## src/rtl/jk_count_ctrl_pkg.sv

```systemverilog
// Shared definitions for the JK-cell counter controller: command opcodes,
// FSM state encoding and a small opcode helper used by the controller.
package jk_ctrl_pkg;

  // Command opcodes carried on cmd_op
  localparam logic [1:0] OP_LOAD = 2'b00;
  localparam logic [1:0] OP_UP   = 2'b01;
  localparam logic [1:0] OP_DOWN = 2'b10;
  localparam logic [1:0] OP_CPL  = 2'b11;

  // Controller sequencing states
  typedef enum logic [1:0] {
    ST_IDLE = 2'd0,
    ST_RUN  = 2'd1,
    ST_DONE = 2'd2
  } state_t;

  // UP and DOWN take their step count from cmd_data; LOAD and CPL are single-step
  function automatic logic isStepOp(input logic [1:0] op);
    return (op == OP_UP) || (op == OP_DOWN);
  endfunction

endpackage

```

## src/rtl/jk_count_ctrl_if.sv

```systemverilog
// Command handshake plus status/observability bundle for jk_count_ctrl.
// The master side issues commands; the slave side is the controller.
interface jk_count_ctrl_if #(
  parameter int WIDTH = 4
);

  logic             cmd_valid;
  logic [1:0]       cmd_op;
  logic [WIDTH-1:0] cmd_data;
  logic             cmd_ready;
  logic             busy;
  logic             done;
  logic [WIDTH-1:0] q;
  logic [WIDTH-1:0] j_o;
  logic [WIDTH-1:0] k_o;

  modport master (
    output cmd_valid, cmd_op, cmd_data,
    input  cmd_ready, busy, done, q, j_o, k_o
  );

  modport slave (
    input  cmd_valid, cmd_op, cmd_data,
    output cmd_ready, busy, done, q, j_o, k_o
  );

endinterface

```

## src/rtl/jk_count_ctrl_cell.sv

```systemverilog
// Single JK flip-flop storage cell with synchronous active-high reset.
// One of these per register bit; the controller supplies all J/K drive.
module jk_cell (
  input  logic CLK,
  input  logic RST,
  input  logic i_j,
  input  logic i_k,
  output logic o_q
);

  logic r_q;

  // JK behaviour: 00 hold, 01 clear, 10 set, 11 toggle
  always_ff @(posedge CLK) begin
    if (RST) begin
      r_q <= 1'b0;
    end else begin
      case ({i_j, i_k})
        2'b01:   r_q <= 1'b0;
        2'b10:   r_q <= 1'b1;
        2'b11:   r_q <= ~r_q;
        default: r_q <= r_q;
      endcase
    end
  end

  assign o_q = r_q;

endmodule

```

## src/rtl/jk_count_ctrl.sv

```systemverilog
// Sequencing controller for a WIDTH-bit register made of JK cells.
// Accepts LOAD / UP N / DOWN N / CPL commands one at a time and turns each
// into a run of per-bit J/K excitations, one step per clock, then pulses done.
// The register value exists only inside the JK cell bank.
module jk_count_ctrl
  import jk_ctrl_pkg::*;
#(
  parameter int WIDTH = 4
) (
  input  logic            CLK,
  input  logic            RST,
  jk_count_ctrl_if.slave  bus
);

  localparam logic [WIDTH-1:0] REM_ONE = WIDTH'(1);

  state_t           r_state;
  state_t           w_nextState;
  logic [1:0]       r_op;
  logic [WIDTH-1:0] r_arg;
  logic [WIDTH-1:0] r_rem;

  logic             w_accept;
  logic             w_zeroStep;
  logic             w_lastStep;
  logic [WIDTH-1:0] w_q;
  logic [WIDTH-1:0] w_j;
  logic [WIDTH-1:0] w_k;
  logic [WIDTH-1:0] w_tUp;
  logic [WIDTH-1:0] w_tDown;

  // A command is taken only while idle; a zero-length UP/DOWN skips RUN entirely
  assign w_accept   = bus.cmd_valid && (r_state == ST_IDLE);
  assign w_zeroStep = isStepOp(bus.cmd_op) && (bus.cmd_data == '0);
  assign w_lastStep = (r_state == ST_RUN) && (r_rem == REM_ONE);

  // State register; reset aborts any command in flight
  always_ff @(posedge CLK) begin
    if (RST) begin
      r_state <= ST_IDLE;
    end else begin
      r_state <= w_nextState;
    end
  end

  // Next-state logic: IDLE -> RUN/DONE on accept, RUN -> DONE on last step, DONE lasts one cycle
  always_comb begin
    w_nextState = r_state;
    case (r_state)
      ST_IDLE: begin
        if (w_accept) begin
          w_nextState = w_zeroStep ? ST_DONE : ST_RUN;
        end
      end
      ST_RUN: begin
        if (w_lastStep) begin
          w_nextState = ST_DONE;
        end
      end
      ST_DONE: begin
        w_nextState = ST_IDLE;
      end
      default: begin
        w_nextState = ST_IDLE;
      end
    endcase
  end

  // Capture the command at the accept edge so later bus changes cannot disturb it
  always_ff @(posedge CLK) begin
    if (RST) begin
      r_op  <= OP_LOAD;
      r_arg <= '0;
    end else if (w_accept) begin
      r_op  <= bus.cmd_op;
      r_arg <= bus.cmd_data;
    end
  end

  // Remaining-step counter: N for UP/DOWN, one step for LOAD/CPL, counts down in RUN
  always_ff @(posedge CLK) begin
    if (RST) begin
      r_rem <= '0;
    end else if (w_accept) begin
      r_rem <= isStepOp(bus.cmd_op) ? bus.cmd_data : REM_ONE;
    end else if (r_state == ST_RUN) begin
      r_rem <= r_rem - REM_ONE;
    end
  end

  // Ripple toggle enables: bit i toggles when all lower bits are 1 (up) or all 0 (down)
  always_comb begin : toggleTerms
    logic upAcc;
    logic downAcc;
    upAcc   = 1'b1;
    downAcc = 1'b1;
    w_tUp   = '0;
    w_tDown = '0;
    for (int i = 0; i < WIDTH; i++) begin
      w_tUp[i]   = upAcc;
      w_tDown[i] = downAcc;
      upAcc      = upAcc & w_q[i];
      downAcc    = downAcc & ~w_q[i];
    end
  end

  // J/K excitation per opcode; outside RUN every cell holds
  always_comb begin
    w_j = '0;
    w_k = '0;
    if (r_state == ST_RUN) begin
      case (r_op)
        OP_LOAD: begin
          w_j = r_arg;
          w_k = ~r_arg;
        end
        OP_UP: begin
          w_j = w_tUp;
          w_k = w_tUp;
        end
        OP_DOWN: begin
          w_j = w_tDown;
          w_k = w_tDown;
        end
        default: begin
          w_j = '1;
          w_k = '1;
        end
      endcase
    end
  end

  // The register itself: one JK cell per bit
  for (genvar g = 0; g < WIDTH; g++) begin : gCells
    jk_cell uCell (
      .CLK (CLK),
      .RST (RST),
      .i_j (w_j[g]),
      .i_k (w_k[g]),
      .o_q (w_q[g])
    );
  end

  assign bus.cmd_ready = (r_state == ST_IDLE);
  assign bus.busy      = (r_state == ST_RUN);
  assign bus.done      = (r_state == ST_DONE);
  assign bus.q         = w_q;
  assign bus.j_o       = w_j;
  assign bus.k_o       = w_k;

endmodule

```

## src/flat_wrapper.sv

```systemverilog
// flat-port wrapper written by rule: the top's interface ports become plain ports
module jk_count_ctrl_flat import jk_ctrl_pkg::*;
#(
  parameter int WIDTH = 4
)
  (CLK, RST, bus_cmd_valid, bus_cmd_op, bus_cmd_data, bus_cmd_ready, bus_busy, bus_done, bus_q, bus_j_o, bus_k_o);
  jk_count_ctrl_if #(.WIDTH(WIDTH)) bus_i ();
  input  logic CLK;
  input  logic RST;
  input wire logic [$bits(bus_i.cmd_valid)-1:0] bus_cmd_valid;
  input wire logic [$bits(bus_i.cmd_op)-1:0] bus_cmd_op;
  input wire logic [$bits(bus_i.cmd_data)-1:0] bus_cmd_data;
  output wire logic [$bits(bus_i.cmd_ready)-1:0] bus_cmd_ready;
  output wire logic [$bits(bus_i.busy)-1:0] bus_busy;
  output wire logic [$bits(bus_i.done)-1:0] bus_done;
  output wire logic [$bits(bus_i.q)-1:0] bus_q;
  output wire logic [$bits(bus_i.j_o)-1:0] bus_j_o;
  output wire logic [$bits(bus_i.k_o)-1:0] bus_k_o;
  assign bus_i.cmd_valid = bus_cmd_valid;
  assign bus_i.cmd_op = bus_cmd_op;
  assign bus_i.cmd_data = bus_cmd_data;
  assign bus_cmd_ready = bus_i.cmd_ready;
  assign bus_busy = bus_i.busy;
  assign bus_done = bus_i.done;
  assign bus_q = bus_i.q;
  assign bus_j_o = bus_i.j_o;
  assign bus_k_o = bus_i.k_o;
  jk_count_ctrl #(.WIDTH(WIDTH)) u_core (.CLK(CLK), .RST(RST), .bus(bus_i));
endmodule
```

## config.mk

```make
export PLATFORM = sky130hd
export DESIGN_NAME = jk_count_ctrl_flat
export DESIGN_NICKNAME = d
export VERILOG_FILES = /design/src/rtl/jk_count_ctrl_pkg.sv /design/src/rtl/jk_count_ctrl_if.sv /design/src/rtl/jk_count_ctrl_cell.sv /design/src/rtl/jk_count_ctrl.sv /design/src/flat_wrapper.sv
export SDC_FILE = /design/constraint.sdc
export NUM_CORES = 1
export LEC_CHECK = 0
export ABC_CLOCK_PERIOD_IN_PS = 1600
export CAP_MARGIN = 20
export CORE_MARGIN = 1.5
export CORE_UTILIZATION = 40
export CTS_BUF_LIST = sky130_fd_sc_hd__clkbuf_16
export DETAILED_ROUTE_END_ITERATION = 7
export GPL_ROUTABILITY_DRIVEN = 0
export PLACE_DENSITY = 0.71
export SETUP_SLACK_MARGIN = 0.2
export SLEW_MARGIN = 40
export SYNTH_ARGS = -nofsm -noshare
export SYNTH_HDL_FRONTEND = slang
export SYNTH_SLANG_ARGS = --single-unit
export TNS_END_PERCENT = 100
```

## constraint.sdc

```tcl
create_clock -name CLK -period 1.6 [get_ports CLK]
set_input_delay 0.16 -clock CLK [delete_from_list [all_inputs] [get_ports CLK]]
set_output_delay 0.16 -clock CLK [all_outputs]
set_load 0.1 [all_outputs]
```

; Word-level counts from Yosys, hierarchy flattened
; Cells that the tools add are included.
[word_totals]
ff_bits = 16
inputBits = 9
out_inout_bits = 15
elab_cells = 67
[classes]
n_addsub = 1
eq_ne = 21
mux = 15
n_bitwise = 9
reduce_logical = 13
[op_table]
columns = cell, count
row1 = $pmux W4 S3, 2
row2 = $eq A2 B2 Y1 const B, 11
row3 = $mux W4, 5
row4 = $eq A2 B1 Y1 const B, 7
row5 = $pmux W1 S3, 4
row6 = $reduce_bool A3 Y1, 4
row7 = $mux W2, 3
row8 = $and A1 B1 Y1, 4
row9 = $eq A4 B1 Y1 const B, 1
row10 = $logic_not A2 Y1, 2
row11 = $logic_not A4 Y1, 1
row12 = $ne A2 B1 Y1 const B, 2
row13 = $not A1 Y1, 4
row14 = $not A4 Y4, 1
row15 = $pmux W2 S2, 1
row16 = $sub A4 B1 Y4 const B, 1
row17 = $logic_and A1 B1 Y1, 3
row18 = $reduce_and A2 Y1, 1
row19 = $reduce_bool A2 Y1, 1
row20 = $logic_or A1 B1 Y1, 1

; Depth between registers and ports, before layout
[logic_depth]
ltp_word = 7
mapped_depth = 7
ltp_nobuf = 6

; Hierarchy
; A second synthesis with hierarchy kept.
[hier_totals]
hier_cells = 121
hier_area_um2 = 999.7
[modules_own_cells]
columns = mod, n_inst, cells_each, area_per_inst_um2
row1 = jk_count_ctrl, 1, 105, 804.5
row2 = jk_cell, 4, 4, 48.8

; Worst setup path before layout
; OpenSTA, ideal clock, no wires.
[synth_timing]
path_type = register to output
from = register u_core.r_state[1]
to = output port bus_done
t_arrival_ns = 1.787
path_slack_ns = -0.347
path_stages_with_launch = 2
cell_sequence = dfxtp_1 > nor2b_1
[synth_between]
elab_chain_len = 1
[synth_rtl]
columns = element, line_no
row1 = start: declaration, jk_count_ctrl.sv:17  ; state_t r_state;
row2 = start signal: assignment, jk_count_ctrl.sv:42  ; r_state <= w_nextState;
row3 = $eq A2 B2 Y1, jk_count_ctrl.sv:146  ; assign bus.done = (r_state == ST_DONE);
row4 = end: declaration, flat_wrapper.sv:15  ; output wire logic [$bits(bus_i.done)-1:0] bus_done;
; No other way between the ends.

; Worst setup path after layout
[layout_timing]
from = register u_core.r_op[1]
to = output port bus_j_o[3]
[layout_between]
elab_chain_len = 3
elab_cells_between_ends = 5
classes_between = eq/ne: 2 / mux: 2 / reduce/logical: 1
[layout_rtl]
columns = element, line_no
row1 = start: declaration, jk_count_ctrl.sv:19  ; logic [1:0] r_op;
row2 = start signal: assignment, jk_count_ctrl.sv:75  ; r_op <= bus.cmd_op;
row3 = $eq A2 B2 Y1 (tied with other cells), jk_count_ctrl.sv:112  ; case (r_op)
row4 = $pmux W4 S3 (*), jk_count_ctrl.sv:112
row5 = $mux W4 (*), jk_count_ctrl.sv:111  ; if (r_state == ST_RUN) begin
row6 = end: declaration, flat_wrapper.sv:17  ; output wire logic [$bits(bus_i.j_o)-1:0] bus_j_o;
; Mark *: on every way between the ends. The rest lies on a longest branch, timed or not.

==> flow_summary.toml <==
[grt]
grt_pass1_wl_um = 4900
first_global_vias = 1111
busiest_layer = "met2"
overflow = 0
grt_usage = 0.228
grt_use_met3 = 0.0269
grt_max_degree = 15
grt_util_met2 = 0.438
antenna_found_initial = 0
grt_use_met1 = 0.255

[synthesis]
yosysSeqAreaShare = 0.297
ys_warn_count = 0
synth_area_per_cell_um2 = 7.88
synthesis.area_um2 = 1080
synthesis.nets = 152
ys_ff_latch = 16
syn_inst = 137
ys_types = 37

[sta]
worst_slew_pin_slew_ns = 0.310
rsz0062_at_grt = "yes"
finClkSkew_ns = 0.00208
hold_violations = 0
min_period_ns = 1.86
finalCritPeriodShare = 1.16
slew_viol_final = 0
layout_setup_ws_ns = -0.263
relSlewSlack = 0.792
setup_viol = 9
clock.fmax_mhz = 537

[detailed_routing]
vias_per_cell = 5.72
drcViolationCount = 0
vias = 1138
ant_nets = 0
wl_um = 3230
drt-initial-drc-count = 26
routedWlPerCell_um = 16.3
dr.pass1.iters = 4

[floorplanning]
die_area_um2 = 3020
pin_count = 24
num_rows = 18
core_area_um2 = 2520
fp.dieW_um = 55.0
die-height_um = 55.0
start_util = 0.428

[power]
leakage_nw = 0.696
peakVddDrop_mv = 0.866
power_density_nw_per_um2 = 1040
finalPower_mw = 1.90

[clock_tree]
cts_buffer_depth = 2
cts_buffers = 3
cts-root-buf = "clkbuf_16"
cts_tree = "yes"
clock-sinks = 16
clk_latency_ns = 0.25
h-tree-depth = 1
path_clk_slew_ns = 0.05

[hold_path]
hp-start = "u_core.r_rem[0]$_SDFFE_PP0P_"
holdCritPathClass = "flop to flop"

[critical_path]
cp_data_required_time_ns = 1.44
critPathLaunch = "u_core.r_op[1]$_SDFFE_PP0P_"
crit_type = "flop to primary output"
end_kind = "primary output"
startpoint_type = "flop"
r2r_start = "u_core.r_op[1]$_SDFFE_PP0P_"
critPathMaxFanout = 3
arrival_ns = 1.70

[placement]
place_area_um2 = 1570
port_buffers = 23
hpwl_um = 2070

[cells_and_area]
final_common_cell = "buf_4"
area_growth_pct = 69.6
fin_area_um2 = 1830
nets = 185
final_cell_mix = "21 x buf_4, 16 x nor2_1, 15 x buf_12"
n_fill_cell = 160
layout-drive-gt1-share = 0.485
n_antenna_cell = 0

[run_status]
status = "complete, but fails checks"
violations = "negative setup slack"

[flow_run]
cap_violations = 0
routing by layer:
layer	wire length, um	share of wire	vias to the layer above
li1	-	-	537
met1	1270	0.39	540
met2	1690	0.52	45
met3	168	0.052	16
met4	106	0.033	0
met5	0	0	-
cells in the mapped netlist (all sizes together):
cell | n | area (um^2)
nor2 | 20 | 77.6
buf | 16 | 109
dfxtp | 16 | 320
a21oi | 14 | 70.1
inv | 9 | 33.8
nand2 | 7 | 26.3
ha | 6 | 75.1
nor3 | 6 | 30.0
a31oi | 5 | 52.6
nand2b | 4 | 25.0
o21ai | 4 | 20.0
a211oi | 3 | 27.5
a41oi | 3 | 26.3
mux2i | 3 | 30.0
and3 | 2 | 12.5
clkbuf | 2 | 7.51
nand3 | 2 | 10.0
nor2b | 2 | 12.5
nor3b | 2 | 20.0
a21boi | 1 | 7.51
nand4 | 1 | 6.26
nor4 | 1 | 6.26
nor4b | 1 | 8.76
o21ba | 1 | 10.0
o22ai | 1 | 6.26
o311a | 1 | 10.0
o31ai | 1 | 7.51
or3b | 1 | 8.76
or4b | 1 | 13.8
xor2 | 1 | 8.76
critical path: stages (launching register included):
cell and delay, ns:
dfxtp_4 0.38, ha_4 0.14, or4b_4 0.49, a31oi_4 0.24, buf_12 0.20
where the power goes:
group	switching (mW)	internal, mW
Clock	0.166	0.332
Combinational	0.546	0.362
Sequential	0.0501	0.442
cells by family after synthesis:
| kind of cell | after synthesis | share of synthesized area |
|---|---|---|
| AND/OR/NAND/NOR | 50 | 0.239 |
| AO/OA/AOI/OAI | 34 | 0.220 |
| buffers and inverters | 27 | 0.139 |
| flip-flops | 16 | 0.297 |
| adder cells (fa/ha/maj) | 6 | 0.0695 |
| multiplexers | 3 | 0.0278 |
| XOR/XNOR | 1 | 0.00811 |
per-stage QoR:
stage	setup WS [ns]	TNS [ns]	util	cells	hold WS, ns
final	-0.263	-1.21	0.726	199	0.499
after global routing	-0.307	-1.63	0.726	199	0.523
after CTS	-0.228	-1.12	0.695	195	0.484
after detailed placement	-0.0269	-0.0624	0.623	184	0.476
after global placement	0.000968	0	0.623	184	0.456
after floorplan	0.00620	0	-	137	0.299
final cells by class:
cell class	instances	area, um^2	area share
multi-input combinational	95	796	0.434
timing repair buffer	45	549	0.300
sequential	16	333	0.182
clock buffer	3	75.1	0.0410
inverter	9	37.5	0.0205
tap	30	37.5	0.0205
clock inverter	1	3.75	0.00205
path summary, 6_finish.rpt:
check        cells past startpoint                                      end  slack [ns]
max                              4                               bus_j_o[3]       -0.26
min reg2reg                      2             u_core.r_rem[0]$_SDFFE_PP0P_        0.50
min                              2             u_core.r_rem[0]$_SDFFE_PP0P_        0.50
max reg2reg                      6  u_core.gCells[3].uCell.o_q$_SDFFE_PP0P_       -0.03
state kept, by name (all words and copies together) (netlist names):
| name | cells |
|---|---|
| u_core.r_op | 2 |
| u_core.r_rem | 4 |
| u_core.r_arg | 4 |
| u_core.r_state | 2 |
| u_core.gCells.uCell.o_q | 4 |
repair_timing:
action,in CTS,in global routing
gates resized for setup,16,7
pin swaps,5,4
endpoints found under the setup margin,15,15
hold buffers,0,0
buffers inserted,6,4
cloned,1,0
Power figures use the tool's default switching activity.
